===== src/rtl/spi_reg_slave.sv =====
// SPI mode-0 slave front end for the register file. All SPI pins are oversampled
// in clk_100m; frames are a 16-bit header (R/W + address) followed by DATA_W data bits.
module spi_reg_slave #(
   parameter int DATA_W    = 32,
   parameter int ERR_CNT_W = 8
) (
   input  logic                 clk_100m,
   input  logic                 rst_n_syn,
   input  logic                 spi_sclk,
   input  logic                 spi_cs_n,
   input  logic                 spi_mosi,
   output logic                 spi_miso,
   output logic                 spi_miso_oe,
   output logic [15:0]          addr,
   output logic [DATA_W-1:0]    data_mosi,
   output logic                 data_mosi_rdy,
   output logic                 rd_req,
   input  logic [DATA_W-1:0]    rd_data,
   output logic                 busy,
   output logic [ERR_CNT_W-1:0] frame_err_cnt
);

   localparam int CNT_W = $clog2(((DATA_W > 16) ? DATA_W : 16) + 1);
   localparam logic [CNT_W-1:0] HDR_LAST = CNT_W'(15);
   localparam logic [CNT_W-1:0] DAT_LAST = CNT_W'(DATA_W - 1);
   localparam logic [ERR_CNT_W-1:0] ERR_MAX = {ERR_CNT_W{1'b1}};

   typedef enum logic [2:0] {
      ST_IDLE  = 3'd0,
      ST_HDR   = 3'd1,
      ST_WDATA = 3'd2,
      ST_RDATA = 3'd3,
      ST_DONE  = 3'd4
   } state_t;

   // [0],[1] are the synchroniser stages, [2] is the history stage for edge detect
   logic [2:0] sclk_sync_q;
   logic [2:0] cs_sync_q;
   logic [2:0] mosi_sync_q;
   logic       sclk_rise_q, sclk_fall_q, cs_rise_q, cs_fall_q;

   state_t                 state_q, state_d;
   logic [CNT_W-1:0]       cnt_q, cnt_d;
   logic [14:0]            hdr_q, hdr_d;
   logic [DATA_W-2:0]      dsh_q, dsh_d;
   logic [DATA_W-1:0]      rsh_q, rsh_d;
   logic                   ld_pend_q, ld_pend_d;
   logic [15:0]            addr_q, addr_d;
   logic [DATA_W-1:0]      data_q, data_d;
   logic                   rdy_q, rdy_d;
   logic                   rd_req_q, rd_req_d;
   logic                   miso_q, miso_d;
   logic                   oe_q, oe_d;
   logic                   busy_q, busy_d;
   logic [ERR_CNT_W-1:0]   err_q, err_d;

   logic                   mosi_s;
   logic [15:0]            hdr_nxt_s;
   logic [DATA_W-1:0]      dat_nxt_s;
   logic                   abort_s;

   // Pin synchronisers and single-cycle edge pulses
   always_ff @(posedge clk_100m or negedge rst_n_syn) begin
      if (!rst_n_syn) begin
         sclk_sync_q <= 3'b000;
         cs_sync_q   <= 3'b111;
         mosi_sync_q <= 3'b000;
         sclk_rise_q <= 1'b0;
         sclk_fall_q <= 1'b0;
         cs_rise_q   <= 1'b0;
         cs_fall_q   <= 1'b0;
      end else begin
         sclk_sync_q <= {sclk_sync_q[1:0], spi_sclk};
         cs_sync_q   <= {cs_sync_q[1:0], spi_cs_n};
         mosi_sync_q <= {mosi_sync_q[1:0], spi_mosi};
         sclk_rise_q <= sclk_sync_q[1] & ~sclk_sync_q[2];
         sclk_fall_q <= ~sclk_sync_q[1] & sclk_sync_q[2];
         cs_rise_q   <= cs_sync_q[1] & ~cs_sync_q[2];
         cs_fall_q   <= ~cs_sync_q[1] & cs_sync_q[2];
      end
   end

   // History stage lines up with the registered rise pulse
   assign mosi_s    = mosi_sync_q[2];
   assign hdr_nxt_s = {hdr_q, mosi_s};
   assign dat_nxt_s = {dsh_q, mosi_s};

   // FSM and datapath state registers
   always_ff @(posedge clk_100m or negedge rst_n_syn) begin
      if (!rst_n_syn) begin
         state_q   <= ST_IDLE;
         cnt_q     <= '0;
         hdr_q     <= 15'd0;
         dsh_q     <= '0;
         rsh_q     <= '0;
         ld_pend_q <= 1'b0;
         addr_q    <= 16'd0;
         data_q    <= '0;
         rdy_q     <= 1'b0;
         rd_req_q  <= 1'b0;
         miso_q    <= 1'b0;
         oe_q      <= 1'b0;
         busy_q    <= 1'b0;
         err_q     <= '0;
      end else begin
         state_q   <= state_d;
         cnt_q     <= cnt_d;
         hdr_q     <= hdr_d;
         dsh_q     <= dsh_d;
         rsh_q     <= rsh_d;
         ld_pend_q <= ld_pend_d;
         addr_q    <= addr_d;
         data_q    <= data_d;
         rdy_q     <= rdy_d;
         rd_req_q  <= rd_req_d;
         miso_q    <= miso_d;
         oe_q      <= oe_d;
         busy_q    <= busy_d;
         err_q     <= err_d;
      end
   end

   // Next-state and output decode
   always_comb begin
      state_d   = state_q;
      cnt_d     = cnt_q;
      hdr_d     = hdr_q;
      dsh_d     = dsh_q;
      rsh_d     = rsh_q;
      ld_pend_d = 1'b0;
      addr_d    = addr_q;
      data_d    = data_q;
      rdy_d     = 1'b0;
      rd_req_d  = 1'b0;
      miso_d    = miso_q;
      err_d     = err_q;
      abort_s   = 1'b0;

      case (state_q)
         ST_IDLE: begin
            miso_d = 1'b0;
            if (cs_fall_q) begin
               state_d = ST_HDR;
               cnt_d   = '0;
            end else begin
               state_d = ST_IDLE;
            end
         end
         ST_HDR: begin
            miso_d = 1'b0;
            if (cs_rise_q) begin
               abort_s = 1'b1;
            end else if (sclk_rise_q) begin
               hdr_d = hdr_nxt_s[14:0];
               if (cnt_q == HDR_LAST) begin
                  cnt_d = '0;
                  if (hdr_nxt_s[15]) begin
                     state_d = ST_WDATA;
                  end else begin
                     // Reads publish the address now; writes only at the strobe
                     addr_d    = {1'b0, hdr_nxt_s[14:0]};
                     rd_req_d  = 1'b1;
                     ld_pend_d = 1'b1;
                     state_d   = ST_RDATA;
                  end
               end else begin
                  cnt_d = cnt_q + CNT_W'(1);
               end
            end else begin
               state_d = ST_HDR;
            end
         end
         ST_WDATA: begin
            miso_d = 1'b0;
            if (sclk_rise_q && (cnt_q == DAT_LAST)) begin
               addr_d  = {1'b0, hdr_q};
               data_d  = dat_nxt_s;
               rdy_d   = 1'b1;
               state_d = cs_rise_q ? ST_IDLE : ST_DONE;
            end else if (cs_rise_q) begin
               abort_s = 1'b1;
            end else if (sclk_rise_q) begin
               dsh_d = dat_nxt_s[DATA_W-2:0];
               cnt_d = cnt_q + CNT_W'(1);
            end else begin
               state_d = ST_WDATA;
            end
         end
         ST_RDATA: begin
            if (ld_pend_q) begin
               rsh_d = rd_data;
            end else begin
               rsh_d = rsh_q;
            end
            if (sclk_rise_q && (cnt_q == DAT_LAST)) begin
               state_d = cs_rise_q ? ST_IDLE : ST_DONE;
            end else if (cs_rise_q) begin
               abort_s = 1'b1;
            end else if (sclk_rise_q) begin
               cnt_d = cnt_q + CNT_W'(1);
            end else if (sclk_fall_q) begin
               miso_d = rsh_q[DATA_W-1];
               rsh_d  = {rsh_q[DATA_W-2:0], 1'b0};
            end else begin
               state_d = ST_RDATA;
            end
         end
         ST_DONE: begin
            if (cs_rise_q) begin
               state_d = ST_IDLE;
            end else begin
               state_d = ST_DONE;
            end
         end
         default: begin
            state_d = ST_IDLE;
         end
      endcase

      if (abort_s) begin
         state_d = ST_IDLE;
         if (err_q != ERR_MAX) begin
            err_d = err_q + ERR_CNT_W'(1);
         end else begin
            err_d = err_q;
         end
      end else begin
         err_d = err_d;
      end

      oe_d   = ~cs_sync_q[1];
      busy_d = (state_d != ST_IDLE);
   end

   assign spi_miso      = miso_q;
   assign spi_miso_oe   = oe_q;
   assign addr          = addr_q;
   assign data_mosi     = data_q;
   assign data_mosi_rdy = rdy_q;
   assign rd_req        = rd_req_q;
   assign busy          = busy_q;
   assign frame_err_cnt = err_q;

endmodule

===== config.mk =====
export PLATFORM = sky130hd
export DESIGN_NAME = spi_reg_slave
export DESIGN_NICKNAME = d
export VERILOG_FILES = /design/src/rtl/spi_reg_slave.sv
export SDC_FILE = /design/constraint.sdc
export NUM_CORES = 1
export LEC_CHECK = 0
export ABC_AREA = 1
export BUFFER_PORTS_ARGS = -buffer_cell sky130_fd_sc_hd__buf_4
export CAP_MARGIN = 20
export CORE_MARGIN = 2
export CORE_UTILIZATION = 53
export DETAILED_ROUTE_END_ITERATION = 8
export GPL_TIMING_DRIVEN = 0
export PLACE_DENSITY = 0.75
export SYNTH_ARGS = -nofsm -noshare
export SYNTH_HDL_FRONTEND = slang
export SYNTH_SLANG_ARGS = --single-unit

===== constraint.sdc =====
create_clock -name clk_100m -period 1.8 [get_ports clk_100m]
set_input_delay 0.27 -clock clk_100m [delete_from_list [all_inputs] [get_ports clk_100m]]
set_output_delay 0.27 -clock clk_100m [all_outputs]
set_load 0.1 [all_outputs]

After elaboration in Yosys (flattened, before gate mapping)
Cells that the tools add are included.

Register bits: 161. Input port bits: 37. Output and inout bits: 61. Logic and storage cells: 116.

Add/subtract/negate cells: 2. Equality and inequality tests: 20. Multiplexer cells: 49. Bitwise logic cells: 10. Reductions and logical operators: 15.

Operator list (count): $mux W32 (5); $mux W16 (5); $mux W6 (7); $mux W3 (12); $pmux W16 S2 (1); $ne A2 B2 Y1 const B (12); $pmux W6 S3 (1); $mux W1 (15); $pmux W3 S5 (1); $add A8 B1 Y8 const B (1); $ne A8 B8 Y1 const B (1); $reduce_and A7 Y1 (1); $add A6 B1 Y6 const B (1); $eq A3 B2 Y1 const B (2); $eq A6 B4 Y1 const B (1); $eq A6 B5 Y1 const B (1); $not A1 Y1 (6); $reduce_and A6 Y1 (1); $reduce_bool A3 Y1 (2); $reduce_and A5 Y1 (1); $and A1 B1 Y1 (4); $pmux W1 S2 (2); $reduce_and A2 Y1 (2); $reduce_and A4 Y1 (1); 9 further kinds (10).

Depth between registers and ports, before layout
Gate-level depths: netlist of run 1.

Word-level depth: 7. Depth in mapped cells: 10. Gate-level depth less buffers: 10.

Least setup slack after synthesis of run 1
No wires, ideal clock.

Path type: register to register. Start: register err_q[1], in the netlist frame_err_cnt[1]. End: register err_q[6], in the netlist frame_err_cnt[6]. Library setup time: 0.077 ns. Arrival time: 2.098 ns. Required time: 1.723 ns. Path slack: -0.374 ns. Stages on the path, launching flop included: 9. Buffers on the path: 1. Period minus slack after synthesis: 2.174 ns. Cell sequence: dfrtp_1 -> ha_1 -> nand4_1 -> nor2_1 -> nand2_1 -> nand2_1 -> buf_4 -> nand2_1 -> o21ai_1.

Cells in the longest elaborated chain, start to end: 2. Elaborated cells on any way between the ends: 3. Classes of those cells: add/sub (1); eq/ne (1); reduce/logical (1).

Ends and longest elaborated chain: start, declared (RTL line 55) `logic [ERR_CNT_W-1:0] err_q, err_d;`; start signal, assigned (RTL line 119) `err_q <= err_d;`; branches (longest 2 deep; another with $add A8 B1 Y8).

Several ways; the timed one is not identified. A chain may end at the register's enable or synchronous reset.

Worst setup path after layout of run 1
Start: register cs_rise_q. End: register rsh_q[15].

Cells in the longest elaborated chain, start to end: 2.

Ends and longest elaborated chain: start, declared (RTL line 40) `logic sclk_rise_q, sclk_fall_q, cs_rise_q, cs_fall_q;`; start signal, assigned (RTL line 78) `cs_rise_q <= cs_sync_q[1] & ~cs_sync_q[2];`; $mux W32 (RTL line 197) `end else if (cs_rise_q) begin`; $mux W32 (RTL line 195) `if (sclk_rise_q && (cnt_q == DAT_LAST)) begin`; end signal, assigned (RTL line 110) `rsh_q <= rsh_d;`; end, declared (RTL line 46) `logic [DATA_W-1:0] rsh_q, rsh_d;`.

Every way passes these cells.

==> flow_summary.yaml, run 1 <==
status:
  status: "finished, final reports clean"
worst_setup_path:
  startpoint_type: "flop"
  r2r.worst_path.cells: 7
  crit_type: "reg -> reg"
  end_kind: "flop"
  r2r_setup_slack_ns: 0.09
  crit_path_max_incr_delay_ns: 0.42
  crit_top_cell: "nand2_1"
  cp-startpoint: "cs_rise_q"
  arrival_ns: 1.98
  crit_chain: "inv_1 -> nand3b_1 -> nand2_4 -> nand2_1 -> buf_2 -> nand2_1 -> o221ai_1"
  slowest_stage: "dfrtp_1"
  critPathMaxFanout: 10
  path_buf_inv: 2
  r2r-start: "cs_rise_q"
  path_delay_family: "simple AND/OR/NAND/NOR gates"
  r2r-end: "rsh_q[15]"
  cp.required_ns: 2.07
pwr:
  vdd_drop_max_v: 0.0006185
  finalPower_mw: 8.847
  leakagePower_nw: 3.874
  p_per_area_mw_per_mm2: 1043
finish:
  fin_cells: 1052
  seqCellArea_mm2: 0.004023
  fill_cells: 988
  area_growth_pct: 24.92
  antenna_cells: 0
  drive_gt1_share_pct: 24.32
  multi_input_area_mm2: 0.002337
  nets: 906
timing:
  finalSetupViolCount: 0
  tightest_slew_ns: 0.6393
  skew_ns: 0.01152
  finalCritPeriodShare_pct: 95.16
  period_needed_ns: 1.713
  rsz0062_at_grt: "yes"
  relSlewSlack_pct: 57.38
  hold_viol: 0
  max_freq_mhz: 583.8
  maxSlewViolCount: 0
  setup_tns_ns: 0
worst_hold_path:
  hold_class: "in -> reg"
  min_to: "rsh_q[1]"
  worstHoldStart: "rd_data[1]"
  holdPathStages: 3
logic_synthesis:
  synth_cell_type_count: 33
  syn_nets: 782
  synth_ff_type: "dfrtp_1"
  ys_seq_area_share_pct: 59.00
  synth-seq-cells: 160
  ys_top_cells_by_area: "dfrtp_1 58%, nand2_1 12%, o21ai_0 4.6%"
  ys_async_sr_fraction_pct: 100.0
  synth_edf_count: 0
  yosys.area.top_type: "dfrtp_1"
  syn_inst: 743
  synth.top_cell.area_share_pct: 57.84
  mappedNetlistArea_mm2: 0.006793
  synthTopCellsByCount: "219 x nand2_1, 157 x dfrtp_1, 65 x inv_1"
  yosysWarnings: 0
  avgSynthCellArea_um2: 9.142
  synth.most_common_cell: "nand2_1"
floorplanning:
  pin_count: 98
  die_y_um: 117.2
  fp-row-count: 41
  start_util_pct: 54.05
  coreArea_mm2: 0.01257
  die_w_um: 117.2
  dieArea_mm2: 0.01374
placed_design:
  port_buffers: 96
  place.gp.congestion: 0.8575
  placed_cells: 1012
  dp_hpwl_um: 10170
routing:
  drc: 0
  vias: 5498
  first_pass_iters: 5
  routed_wl_um: 15140
  ant_nets: 0
  wl_per_cell_um: 14.39
  routed_via_density: 5.226
  drtIter0Drc: 534
clock_tree:
  path_clk_slew_ns: 0.06
  cts_tree: "built"
  clk_root_buffer_cell: "clkbuf_16"
  numClockSinks: 160
  clock_latency_ns: 0.43
  cts_made_buffers: 17
  clk_path_buf_depth: 2
  htree_levels: 4
global_routing:
  grt_overflow: 0
  grt_antenna_before_repair: 0
  grtUsageTotal_pct: 23.45
  grt_max_degree: 94
  grt_pass1_vias: 5541
  grt_pass1_wl_um: 25070
flow_run:
  drv_cap: 0
[registers in the layout, indices dropped and copies added (netlist names)]
name / count
cnt_q: 6
cs_fall_q: 1
spi_miso_oe: 1
data_mosi_rdy: 1
cs_sync_q: 3
busy: 1
hdr_q: 15
data_mosi: 32
mosi_sync_q: 3
sclk_rise_q: 1
state_q: 3
cs_rise_q: 1
sclk_fall_q: 1
frame_err_cnt: 8
sclk_sync_q: 3
rsh_q: 32
addr: 15
rd_req: 1
dsh_q: 31
spi_miso: 1
[tightest hold or removal path, cell delays in order]
cell and delay (ns):
buf_4 0.08, nand4_1 0.08, o311ai_1 0.08
[layout make-up]
| type | instances | area share [%] |
|---|---|---|
| well taps | 172 | 2.536 |
| inverters | 72 | 3.185 |
| clock inverters | 13 | 1.784 |
| plain buffers | 37 | 2.433 |
| flip-flops and latches | 160 | 47.40 |
| multi-input cells | 473 | 27.54 |
| repair buffers | 106 | 9.776 |
| clock buffers | 19 | 5.338 |
[placed cells by master (no fill, tap or decap), types with 2 or more instances in the layout]
cell,synthesis,routed
inv_6,0,5
o221ai_1,22,22
clkbuf_2,0,3
nor2_4,3,3
o21ai_0,63,63
buf_2,20,18
dfrtp_2,0,6
clkinv_4,0,4
clkbuf_8,0,2
buf_4,4,103
bufinv_16,0,2
nand3_2,3,3
dfrtp_1,157,149
nor2_2,9,9
nand3_1,13,13
a21oi_1,13,13
nand4_1,5,5
inv_1,65,65
nand2_2,4,4
nor2_1,23,23
dfstp_2,3,3
clkbuf_4,0,2
xnor2_1,4,4
nand2_1,219,218
nand2_4,1,2
inv_2,6,6
a21oi_2,12,12
buf_6,2,4
nand3b_1,3,3
nor3_1,26,26
clkbuf_1,11,8
xor2_1,5,5
dlygate4sd3_1,0,4
o21ai_1,39,39
clkbuf_16,0,17
dfrtp_4,0,2
[per-stage QoR]
stage                     hold WS, ns  worst slack, ns  util [%]  instance area (µm²)
after floorplan              -0.02559          0.02371         -                 6807
after global placement         0.3350          -0.5503     61.60                 7742
after detailed placement       0.3031         -0.04246     61.85                 7774
after CTS                      0.1080          0.02867     67.14                 8438
after global routing           0.1680         -0.03870     67.52                 8486
final                          0.1230          0.08707     67.52                 8486
[where the power goes]
part / total (mW) / internal, mW / switching (mW)
clock: 3.63 / 2.14 / 1.49
sequential: 3.99 / 3.79 / 0.196
combinational: 1.23 / 0.362 / 0.863
total: 8.85 / 6.30 / 2.55
[per-layer routing]
layer | track usage (%) | share of wire [%] | vias up
met1 | 29.63 | 44 | 2674
li1 | - | - | 2659
met4 | 11.14 | 2.2 | 0
met5 | 0 | 0 | -
met3 | 5.510 | 4.5 | 27
met2 | 38.39 | 49 | 138
[cells by family after synthesis]
family / synth area share, %
compound gates: 13.19
xor+xnor: 1.160
fa+ha+maj: 0.3683
simple gates: 19.34
buf+inv: 6.889
flops: 59.00
other cells: 0.05521
[how the worst max path moves through the flow]
| stage | end | slack (ns) | depth (start not counted) |
|---|---|---|---|
| after global routing | addr[3] | -0.04 | 9 |
| after CTS | rsh_q[15] | 0.03 | 7 |
| after global placement | frame_err_cnt[1] | -0.55 | 1 |
| final | rsh_q[15] | 0.09 | 7 |
| after floorplan | rsh_q[10] | 0.02 | 7 |
| after detailed placement | rsh_q[29] | -0.04 | 6 |
[what timing repair did]
action	CTS	global route
endpoints found under the hold margin	67	0
buffers inserted	2	3
resized for setup	1	12
pin swaps	1	2
hold buffers	4	0
setup endpoints to repair	20	107
(Power assumes the default switching activity.)
==> inputs of run 2 (changes only) <==
- SETUP_SLACK_MARGIN: unset -> 0.4
==> run 2 against run 1 <==
Net effect: register-to-register slack improved by 0.09 ns; clock skew decreased by 0.0028 ns; count of clock-buffer cells in the layout decreased by 2.
==> flow_summary.yaml, run 2 (synthesis results as in run 1) <==
status:
  status: "finished, final reports clean"
clock_tree:
  clk_root_buffer_cell: "clkbuf_16"
  path_clk_slew_ns: 0.07
  numClockSinks: 160
  cts_tree: "built"
  clock_latency_ns: 0.43
  clk_path_buf_depth: 2
  cts_made_buffers: 17
  htree_levels: 4
finish:
  mostFrequentLayoutCells: "158 x nand2_1, 145 x dfrtp_1, 97 x buf_4, 63 x inv_1, 54 x buf_6"
  layout_commonest_cell: "nand2_1"
  seqCellArea_mm2: 0.004035
  drive_gt1_share_pct: 44.05
  nets: 959
  antenna_cells: 0
  fill_cells: 721
  finalInstanceArea_mm2: 0.01028
  fin_util_pct: 81.79
  multi_input_area_mm2: 0.003186
  fin_cells: 1105
  area_growth_pct: 51.34
global_routing:
  grt_pass1_wl_um: 29380
  use_met1_pct: 32.72
  grt_overflow: 0
  gr-usage-met3_pct: 6.900
  top_usage_layer: "met2"
  grtUsageTotal_pct: 27.79
  grt_max_degree: 97
  grt_antenna_before_repair: 0
  grt_pass1_vias: 6218
  use_met2_pct: 48.39
worst_setup_path:
  critPathMaxFanout: 7
  path_buf_inv: 4
  end_kind: "flop"
  crit_path_max_incr_delay_ns: 0.41
  arrival_ns: 1.93
  crit_top_cell: "buf_12"
  crit_chain: "inv_2 -> buf_12 -> nand2_4 -> nor2_4 -> buf_6 -> nand2_8 -> buf_12 -> nor3_4 -> nor3_2"
  startpoint_type: "flop"
  slowest_stage: "dfrtp_1"
  crit_type: "reg -> reg"
  cp.required_ns: 2.11
  path_delay_family: "buffers and inverters"
floorplanning:
  die_w_um: 117.2
  pin_count: 98
  die_y_um: 117.2
  dieArea_mm2: 0.01374
  coreArea_mm2: 0.01257
  fp-row-count: 41
  start_util_pct: 54.05
timing:
  tightest_slew_ns: 0.5190
  maxSlewViolCount: 0
  finalCritPeriodShare_pct: 90.11
  hold_viol: 0
  skew_ns: 0.008695
  period_needed_ns: 1.622
  relSlewSlack_pct: 65.40
  max_freq_mhz: 616.5
  rsz0062_at_grt: "yes"
  finalSetupViolCount: 0
placed_design:
  port_buffers: 96
  place.gp.congestion: 0.8054
  place_area_mm2: 0.007996
  dp_hpwl_um: 10220
  placed_cells: 1012
pwr:
  p_per_area_mw_per_mm2: 886.6
  vdd_drop_max_v: 0.0009644
  leakagePower_nw: 4.537
routing:
  routed_wl_um: 19860
  wl_per_cell_um: 17.97
  vias: 6136
  ant_nets: 0
  drc: 0
  first_pass_iters: 5
  drtIter0Drc: 510
  routed_via_density: 5.553
flow_run:
  drv_cap: 0
worst_hold_path:
  hold_class: "in -> reg"
==> run 2: repair_timing <==
action | in CTS | in global routing
gates resized for setup | 192 | 132
buffers inserted | 35 | 8
gates cloned | 12 | 2
hold endpoints to repair | 64 | 0
hold buffers | 4 | 0
pin swaps | 16 | 13
setup endpoints to repair | 161 | 257
==> run 2: report_power, final <==
| part | internal [mW] | switching, mW | total (mW) |
|---|---|---|---|
| combinational | 0.573 | 0.998 | 1.57 |
| sequential | 3.80 | 0.222 | 4.02 |
| clock | 1.95 | 1.58 | 3.52 |
==> run 2: layout make-up <==
| cell class | instances | area share, % |
|---|---|---|
| Sequential cell | 160 | 39.25 |
| Inverter | 72 | 2.812 |
| Buffer | 38 | 3.992 |
| Timing Repair Buffer | 157 | 15.26 |
| Tap cell | 172 | 2.093 |
| Clock buffer | 17 | 4.138 |
| Clock inverter | 15 | 1.461 |
| Multi-Input combinational cell | 474 | 30.99 |
==> run 2: worst min-delay path, cell delays in order <==
cell,delay [ns]
buf_4,0.10
nor3_4,0.04
nor3_1,0.12
==> run 2: path summary, 6_finish.rpt <==
check / from / to / slack, ns / depth (start not counted)
worst max-delay path: state_q[2] / rsh_q[31] / 0.18 / 9
worst min-delay path: rd_data[22] / rsh_q[22] / 0.15 / 3
worst max register to register: state_q[2] / rsh_q[31] / 0.18 / 9
worst min register to register: sclk_sync_q[0] / sclk_sync_q[1] / 0.36 / 0
max in group asynchronous: rst_n_syn / data_mosi[19] / 0.59 / 3
min in group asynchronous: rst_n_syn / rsh_q[28] / 0.36 / 2
==> run 2: metal layers <==
metal	up-vias	share of wire [%]
met5	-	0
met4	0	3.1
met3	61	5.2
met2	232	53
met1	3058	38
li1	2785	-
==> run 2: per-stage QoR <==
stage	hold WS [ns]	setup TNS [ns]	power, mW	setup WS (ns)
after floorplan	-0.02559	0	4.867	0.1867
after global placement	0.3317	-48.99	5.203	-0.5776
after detailed placement	0.2942	0	5.259	0.1017
after CTS	0.1013	0	9.028	0.2264
after global routing	0.1491	0	9.435	0.1093
final	0.1492	0	9.114	0.1780
